===== src/rtl/ir_command_sequencer.sv =====
// Timed IR command queue: the bus loads (command, duration) entries and the block
// replays them in order, holding each command for a number of 100 ms ticks.
module ir_command_sequencer #(
    parameter logic [7:0] BASE_ADDR = 8'h94,
    parameter int         DEPTH     = 8,
    parameter int         TICK_DIV  = 5000000
) (
    input  logic       CLK,
    input  logic       RST,
    input  logic [7:0] ADDR_IN,
    input  logic       BUS_WE,
    input  logic [7:0] DATA_IN,
    output logic [7:0] BUS_DATA_OUT,
    output logic       BUS_DATA_OUT_EN,
    output logic [3:0] COMMAND_OUT,
    output logic       BUSY,
    output logic       INTERRUPT_RAISE,
    input  logic       INTERRUPT_ACK
);

    // state | meaning
    // IDLE  | drive STOP, pop the head entry when queue non-empty and not paused
    // LOAD  | move the popped entry into the active registers, arm the timers
    // RUN   | drive the active command, count ticks and remaining duration
    // DONE  | queue drained: drive STOP and raise the interrupt
    typedef enum logic [1:0] {
        S_IDLE = 2'd0,
        S_LOAD = 2'd1,
        S_RUN  = 2'd2,
        S_DONE = 2'd3
    } state_t;

    localparam int AW = (DEPTH > 1) ? $clog2(DEPTH) : 1;
    localparam int CW = AW + 1;
    localparam int TW = (TICK_DIV > 1) ? $clog2(TICK_DIV) : 1;
    localparam logic [TW-1:0] TICK_LAST = TW'(TICK_DIV - 1);

    logic [7:0]    mem [DEPTH];
    logic [AW-1:0] wr_ptr;
    logic [AW-1:0] rd_ptr;
    logic [CW-1:0] count;
    logic [3:0]    count_lo;
    logic          overflow;
    logic          pause_q;
    logic [7:0]    head_q;
    logic          full;
    logic          empty;

    state_t        state;
    logic [3:0]    active_cmd;
    logic [4:0]    remaining;
    logic [TW-1:0] tick;

    logic          push_wr;
    logic          ctrl_wr;
    logic          flush;
    logic          rd_sel;
    logic          push_ok;
    logic          pop;
    logic          run_end;

    // register-file address decode
    assign push_wr = BUS_WE && (ADDR_IN == BASE_ADDR);
    assign ctrl_wr = BUS_WE && (ADDR_IN == BASE_ADDR + 8'd1);
    assign rd_sel  = !BUS_WE && (ADDR_IN == BASE_ADDR + 8'd2);
    assign flush   = ctrl_wr && DATA_IN[0];

    assign full     = (count == CW'(DEPTH));
    assign empty    = (count == '0);
    assign count_lo = 4'(count);

    assign BUS_DATA_OUT_EN = rd_sel;
    assign BUS_DATA_OUT    = rd_sel ? {count_lo, overflow, pause_q, full, empty} : 8'h00;

    // full is taken from the registered count, so a push at full drops even if a pop happens
    assign push_ok = push_wr && !full;
    assign run_end = (tick == '0) && (remaining == 5'd1);
    assign pop     = !flush && !pause_q && !empty &&
                     ((state == S_IDLE) || ((state == S_RUN) && run_end));

    always_ff @(posedge CLK) begin
        if (push_ok) begin
            mem[wr_ptr] <= DATA_IN;
        end
    end

    always_ff @(posedge CLK) begin
        if (!RST) begin
            wr_ptr   <= '0;
            rd_ptr   <= '0;
            count    <= '0;
            overflow <= 1'b0;
            pause_q  <= 1'b0;
            head_q   <= 8'h00;
        end else begin
            if (ctrl_wr) begin
                pause_q <= DATA_IN[1];
            end
            if (flush) begin
                wr_ptr   <= '0;
                rd_ptr   <= '0;
                count    <= '0;
                overflow <= 1'b0;
            end else begin
                if (push_wr && full) begin
                    overflow <= 1'b1;
                end
                if (push_ok) begin
                    wr_ptr <= wr_ptr + AW'(1);
                end
                if (pop) begin
                    rd_ptr <= rd_ptr + AW'(1);
                    head_q <= mem[rd_ptr];
                end
                case ({push_ok, pop})
                    2'b10:   count <= count + CW'(1);
                    2'b01:   count <= count - CW'(1);
                    default: ;
                endcase
            end
        end
    end

    always_ff @(posedge CLK) begin
        if (!RST) begin
            state           <= S_IDLE;
            COMMAND_OUT     <= 4'h0;
            BUSY            <= 1'b0;
            INTERRUPT_RAISE <= 1'b0;
            active_cmd      <= 4'h0;
            remaining       <= 5'd0;
            tick            <= '0;
        end else begin
            if (INTERRUPT_ACK) begin
                INTERRUPT_RAISE <= 1'b0;
            end
            if (flush) begin
                state       <= S_IDLE;
                COMMAND_OUT <= 4'h0;
                BUSY        <= 1'b0;
            end else begin
                case (state)
                    S_IDLE: begin
                        COMMAND_OUT <= 4'h0;
                        if (pop) begin
                            state <= S_LOAD;
                            BUSY  <= 1'b1;
                        end
                    end
                    S_LOAD: begin
                        active_cmd <= head_q[3:0];
                        remaining  <= (head_q[7:4] == 4'h0) ? 5'd16 : {1'b0, head_q[7:4]};
                        tick       <= TICK_LAST;
                        state      <= S_RUN;
                    end
                    S_RUN: begin
                        COMMAND_OUT <= pause_q ? 4'h0 : active_cmd;
                        if (!pause_q) begin
                            if (run_end) begin
                                if (pop) begin
                                    state <= S_LOAD;
                                end else begin
                                    state <= S_DONE;
                                    BUSY  <= 1'b0;
                                end
                            end else if (tick == '0) begin
                                remaining <= remaining - 5'd1;
                                tick      <= TICK_LAST;
                            end else begin
                                tick <= tick - TW'(1);
                            end
                        end
                    end
                    S_DONE: begin
                        COMMAND_OUT     <= 4'h0;
                        INTERRUPT_RAISE <= 1'b1;
                        state           <= S_IDLE;
                    end
                    default: state <= S_IDLE;
                endcase
            end
        end
    end

endmodule

===== config.mk =====
export PLATFORM = sky130hd
export DESIGN_NAME = ir_command_sequencer
export DESIGN_NICKNAME = d
export VERILOG_FILES = /design/src/rtl/ir_command_sequencer.sv
export SDC_FILE = /design/constraint.sdc
export NUM_CORES = 1
export LEC_CHECK = 0
export ABC_AREA = 1
export BUFFER_PORTS_ARGS = -buffer_cell sky130_fd_sc_hd__clkbuf_2
export CAP_MARGIN = 20
export CORE_MARGIN = 8
export CORE_UTILIZATION = 61
export DETAILED_ROUTE_END_ITERATION = 16
export GPL_TIMING_DRIVEN = 0
export PLACE_DENSITY_LB_ADDON = 0.3
export SKIP_LAST_GASP = 1
export SYNTH_ARGS = -nofsm -noshare
export SYNTH_HDL_FRONTEND = slang
export SYNTH_SLANG_ARGS = --single-unit

===== constraint.sdc =====
create_clock -name CLK -period 2.8 [get_ports CLK]
set_input_delay 0.42 -clock CLK [delete_from_list [all_inputs] [get_ports CLK]]
set_output_delay 0.42 -clock CLK [all_outputs]
set_load 0.01 [all_outputs]

After elaboration in Yosys (flattened, before gate mapping)
Memory sizes are Yosys's and may differ from the RTL's. A register that Yosys moved wholly into a read port is not among the register bits.
Cells that the tools add are included.
{ "word_totals": {"register_bits": 52, "ram_bits": 64, "wordCells": 99, "latch_bits": 0, "rom_bits": 0, "memories": 1} }
{ "classes": {"n_addsub": 6, "n_div": 0, "n_eq_ne": 16, "n_mux": 28, "n_mul": 0, "order_cmp": 0, "n_bitwise": 2, "n_reduce_logical": 34, "shifts": 0} }
{ "mem_list": {"columns": ["memory", "depth", "width", "read_ports", "rd_ports_with_merged_regs", "wr", "line_no", "source"], "rows": [
  ["mem", 8, 8, 1, 1, 1, "38", "logic [7:0] mem [DEPTH];"]
]} }
{ "ops": {"columns": ["operator", "n"], "rows": [
  ["23-bit two-way mux", 3],
  ["23-bit case mux with 2 select lines", 1],
  ["8-bit == test (second input constant)", 3],
  ["23-bit zero test", 1],
  ["23-bit by 1-bit subtractor with 23-bit output (second input constant)", 1],
  ["5-bit two-way mux", 4],
  ["4-bit case mux with 2 select lines", 2],
  ["2-bit != test (second input constant)", 6],
  ["1-bit logical AND", 11],
  ["5-bit case mux with 2 select lines", 1],
  ["5-bit AND reduction", 2],
  ["1-bit two-way mux", 9],
  ["4-bit zero test", 2],
  ["2-bit two-way mux", 4],
  ["8-bit two-way mux", 1],
  ["2-bit case mux with 4 select lines", 1],
  ["2-bit nonzero test", 4],
  ["3-bit by 1-bit adder with 3-bit output (second input constant)", 2],
  ["2-bit == test (second input constant)", 3],
  ["1-bit zero test", 6],
  ["5-bit by 1-bit == test with 1-bit output (second input constant)", 1],
  ["5-bit by 1-bit subtractor with 5-bit output (second input constant)", 1],
  ["4-bit by 1-bit adder with 4-bit output (second input constant)", 1],
  ["2-bit by 1-bit == test with 1-bit output (second input constant)", 2],
  ["11 further kinds", 14]
]} }

Depth between registers and ports, before layout
{ "logic_depth": {"depth_word": 11, "ltp_mapped": 18, "mapped_depth_nobuf": 18} }

Worst setup path before layout
OpenSTA, ideal clock, no wires.
{ "synth_timing": {"path_type": "register to register", "from": "register tick[0]", "to": "register count[2]", "required_ps": 2714, "slack_ps": 345, "n_path_buf": 0, "period_less_slack_ps": 2455, "stages_incl_launch_ff": 17, "arrival_time_ps": 2370, "path_cell_list": "dfxtp_1 -> inv_1 -> ha_1 -> nand2_2 -> nor2_4 -> nand2_2 -> nor2_4 -> nand3_1 -> nand2_1 -> nand2_2 -> inv_2 -> ha_1 -> xor2_1 -> ha_1 -> a21oi_1 -> xnor2_1 -> a211oi_1"} }
{ "synth_between": {"elab_chain_cells": 7, "word_cells_on_any_way": 9, "cone_classes": "eq/ne: 2; mux: 1; reduce/logical: 6"} }
{ "synth_rtl": {"columns": ["item", "line_no", "source"], "rows": [
  ["from (decl)", "52", "logic [TW-1:0] tick;"],
  ["from (signal assigned)", "170", "tick <= tick - TW'(1);"],
  ["23-bit zero test (*)", "77", "assign run_end = (tick == '0) && (remaining == 5'd1);"],
  ["1-bit logical AND (*)", "77", null],
  ["1-bit logical AND (*)", "79", "((state == S_IDLE) || ((state == S_RUN) && run_end));"],
  ["1-bit logical OR (*)", "79", null],
  ["1-bit logical AND (*)", "78", "assign pop = !flush && !pause_q && !empty &&"],
  ["via pop", "59", "logic pop;"],
  ["2-bit by 1-bit == test with 1-bit output / 2-bit == test (equally long branches)", "115", "case ({push_ok, pop})"],
  ["4-bit case mux with 2 select lines / 2-bit nonzero test (equally long branches)", null, null],
  ["to (signal assigned)", "116", "2'b10: count <= count + CW'(1);"],
  ["to (signal assigned)", "117", "2'b01: count <= count - CW'(1);"],
  ["to (decl)", "41", "logic [CW-1:0] count;"]
]} }
Mark *: on every way through the listed nets, which the timed path passes. The rest lies on a longest branch.
A chain may end at the register's enable or synchronous reset.

Final worst setup path
Ends and elaborated chain as after synthesis.

==> run summary <==
Pwr
• 2.800 nW — Lkg Pwr
• 0.7838 mV — largest voltage drop on the vdd net
• 1095 mW/mm2 — power density relative to cell area

Yosys
• sky130_fd_sc_hd__edfxtp_1 — most used flip-flop cell after synthesis
• 52.50% — proportion of synthesized chip area in sequential cells
• 64 — number of enable-type register cells in the synthesized netlist
• 33 — number of distinct library cells after synthesis
• 759 — syn nets
• 726 — Post-Syn Instances
• 0 — yosys warns
• 124 — flop and latch count out of synthesis
• 8.193 um2 — Post-Synthesis Mean Instance Area
• 0% — FFs w/ async S/R, synth
• 0.005948 mm2 — Synth Cell Area

Drt
• 7 — first drt pass iteration count
• 15.58 um — mean routed wirelength per cell
• 520 — 1st-iter DRT viols
• 0 — antenna violation net count after detailed routing
• 5.695 — Via density
• 5302 — routed via count
• 0 — detailed-route DRC error count
• 14510 um — total length of routed wires

Critical path
• reg -> reg — CP Class
• 3250 ps — critical path required time
• flop — endpoint class of the critical path
• 3120 ps — data arrival time at the worst-slack endpoint
• 340 ps — slowest cell delay on critical path
• inv_2, ha_4, nand2_2, nor2_4, nand2_2, nor2_4, nand3_1, nand2_1, nand2_2, inv_6, ha_2, xor2_2, ha_1, a21oi_1, xnor2_1, a211oi_2 — CP Cell Sequence
• sky130_fd_sc_hd__nand2_2 — most prevalent standard cell on the critical path
• 2 — worst path bufs/invs
• 11 — Max Fanout on Critical Path
• sky130_fd_sc_hd__dfxtp_1 — Critical-path top delay cell
• flop — startpoint type of the worst setup path
• simple AND/OR/NAND/NOR gates — critical path's top delay family

Final layout
• 0 — ant diodes
• 71.94% — Core Util, Final
• 0.002536 mm2 — multi-input logic area
• 0.003123 mm2 — sequential cell area in the final layout
• 16.58% — layout overhead on the synthesized area
• 0.006934 mm2 — final instance area
• 721 — Fill cells
• 818 — net total in the final layout
• 13.78% — fraction of layout instances using a drive strength above 1

GRT
• 23740 um — global-route wire length before repair
• 17 — maximum number of pins on one net before global-route repair
• 0 — overflow left after global routing
• 5212 — vias in the first global route
• 22.96% — All-Layer GR Usage
• 0 — number of antenna violations at the first check in global routing

Placement
• 0.9011 — global placer's final weighted congestion
• 34 — PortBufs
• 9891 um — total half-perimeter wirelength after legalization and detailed placement
• 0.006340 mm2 — total cell area at the placement stage

Floorplan
• 0.009639 mm2 — area of the core
• 61.71% — effective utilization at floorplan
• 35 — number of top-level design ports
• 36 — Std-Cell Rows
• 114.7 um — Die Height
• 114.7 um — Die X-Extent
• 0.01317 mm2 — area of the die

CTS
• 2 — clock buffer depth
• 60 ps — Worst-path clk slew
• 0 — Post-CTS Setup Repair Bufs
• sky130_fd_sc_hd__clkbuf_8 — clock root buffer
• 4 — number of levels in the clock H-tree
• 0 — Hold-fix buffers, CTS
• yes — TritonCTS clock tree
• 530 ps — worst-skew pair later-pin latency
• 124 — CTS sink cnt
• 17 — CTS buffer count

STA
• 0 — number of failing setup endpoints in the final timing report
• 37.39% — relative slew slack
• yes — setup repair after global routing missed its margin
• 934.1 ps — measured slew at the worst slew-check pin
• 373.8 MHz — timing-limited maximum frequency
• 0 — number of max-slew violations in the final report
• 7.524 ps — Layout Skew
• 0 — Final Hold Violating Endpoints
• 2676 ps — Period minus WS final
• 95.56% — share of the clock period used by the worst path after layout

Worst hold path
• in -> reg — Min-Delay Path Class

Run status
• complete, no violations — run status

Job
• 0 — Max Cap Viol

==> sequential cells by signal, indices dropped and copies added, names as in the netlist <==
signal	cells
count	4
COMMAND_OUT	4
BUSY	1
head_q	8
wr_ptr	3
pause_q	1
INTERRUPT_RAISE	1
mem	64
state	2
remaining	5
overflow	1
rd_ptr	3
active_cmd	4
tick	23
==> final cells by class <==
type / instances / share of cell area, %
tap: 133 / 2.400
sequential: 124 / 45.04
timing repair buffer: 40 / 3.104
multi-input combinational: 520 / 36.58
clock inverter: 15 / 1.985
buffer: 24 / 1.714
inverter: 58 / 3.212
clock buffer: 17 / 5.973
==> layout by cell type, fill, tap and decap left out, drive strengths merged, types with 13 or more instances in the layout <==
cell and n:
nor3 14, nand4 17, clkbuf 67, o22ai 16, nand2 162, nor2 132
buf 14, nand3 47, edfxtp 64, ha 13, o21ai 53, inv 62
dfxtp 60, a21oi 43
==> report_power, final <==
part,internal [mW],total [mW],switching [mW]
Combinational,1.11,3.20,2.09
Clock,1.19,2.04,0.849
Sequential,2.15,2.36,0.219
Total,4.44,7.60,3.15
==> cell usage after synthesis, types with 2 or more instances <==
cell / n / area share (%)
sky130_fd_sc_hd__inv_1: 55 / 3.5
sky130_fd_sc_hd__nor4_1: 2 / 0.21
sky130_fd_sc_hd__nand4_1: 17 / 1.8
sky130_fd_sc_hd__nor2_1: 127 / 8.0
sky130_fd_sc_hd__buf_6: 3 / 0.57
sky130_fd_sc_hd__a211oi_1: 2 / 0.25
sky130_fd_sc_hd__nor2_2: 2 / 0.21
sky130_fd_sc_hd__nand2_2: 5 / 0.53
sky130_fd_sc_hd__nand3b_1: 2 / 0.25
sky130_fd_sc_hd__xor2_1: 2 / 0.29
sky130_fd_sc_hd__o22ai_1: 16 / 1.7
sky130_fd_sc_hd__or2_2: 8 / 0.84
sky130_fd_sc_hd__inv_2: 2 / 0.13
sky130_fd_sc_hd__clkbuf_1: 16 / 1.0
sky130_fd_sc_hd__nor2_4: 3 / 0.57
sky130_fd_sc_hd__xnor2_1: 3 / 0.44
sky130_fd_sc_hd__nand2_1: 154 / 9.7
sky130_fd_sc_hd__buf_1: 2 / 0.13
sky130_fd_sc_hd__o21ai_1: 7 / 0.59
sky130_fd_sc_hd__edfxtp_1: 64 / 32
sky130_fd_sc_hd__dfxtp_1: 60 / 20
sky130_fd_sc_hd__or2_1: 3 / 0.32
sky130_fd_sc_hd__buf_2: 2 / 0.17
sky130_fd_sc_hd__ha_1: 13 / 2.7
sky130_fd_sc_hd__o21ai_0: 46 / 3.9
sky130_fd_sc_hd__a21oi_1: 43 / 3.6
sky130_fd_sc_hd__nand2_4: 3 / 0.57
sky130_fd_sc_hd__nor3_1: 14 / 1.2
sky130_fd_sc_hd__nand3_1: 46 / 3.9
==> timing repair <==
action | in CTS | in global routing
pin swaps | 0 | 2
gates resized for setup | 3 | 7
endpoints found under the setup margin | 2 | 12
==> worst register-to-register path: stages, from the launching register on <==
cell and delay [ps]:
sky130_fd_sc_hd__dfxtp_1 340, sky130_fd_sc_hd__inv_2 90, sky130_fd_sc_hd__ha_4 170, sky130_fd_sc_hd__nand2_2 110, sky130_fd_sc_hd__nor2_4 180, sky130_fd_sc_hd__nand2_2 80
sky130_fd_sc_hd__nor2_4 130, sky130_fd_sc_hd__nand3_1 90, sky130_fd_sc_hd__nand2_1 120, sky130_fd_sc_hd__nand2_2 140, sky130_fd_sc_hd__inv_6 130, sky130_fd_sc_hd__ha_2 230
sky130_fd_sc_hd__xor2_2 190, sky130_fd_sc_hd__ha_1 180, sky130_fd_sc_hd__a21oi_1 50, sky130_fd_sc_hd__xnor2_1 160, sky130_fd_sc_hd__a211oi_2 200
==> kinds of logic (layout without fill, tap and decap cells) <==
logic type | Yosys count | in the layout | share of synthesized area (%)
and+or+nand+nor | 387 | 387 | 28.23
DFF | 124 | 124 | 52.50
xor gates and xnor gates | 5 | 5 | 0.7364
buffers and inverters | 82 | 154 | 5.659
AOI/OAI and AO/OA | 115 | 115 | 10.14
adders and majority gates | 13 | 13 | 2.735
==> final timing paths <==
| check | endpoint | slack (ps) | from | depth (start not counted) |
|---|---|---|---|---|
| setup reg to reg | count[2] | 120 | tick[0] | 16 |
| setup / recovery | count[2] | 120 | tick[0] | 16 |
| hold reg to reg | overflow | 460 | overflow | 2 |
| hold / removal | INTERRUPT_RAISE | 80 | INTERRUPT_ACK | 2 |
==> metrics by stage <==
step / setup slack [ps] / cells / TNS, ps / total power, mW / hold WS (ps)
floorplan: 344.9 / 726 / 0 / 4.737 / 424.3
global placement: -411.8 / 893 / -16700 / 5.313 / 444.4
detailed placement: -122.1 / 899 / -956.8 / 5.425 / 447.1
CTS: 22.76 / 931 / 0 / 7.495 / 67.03
global route: -47.44 / 931 / -47.44 / 8.093 / 80.21
finish: 124.5 / 931 / 0 / 7.596 / 79.77
==> per-layer routing <==
layer | global-route usage (%) | vias up | part of all wire (%)
met4 | 10.16 | 0 | 2.0
met3 | 7.668 | 38 | 8.3
li1 | - | 2552 | -
met5 | 0 | - | 0
met1 | 26.28 | 2462 | 41
met2 | 38.46 | 250 | 49
Power figures use the tool's default switching activity.
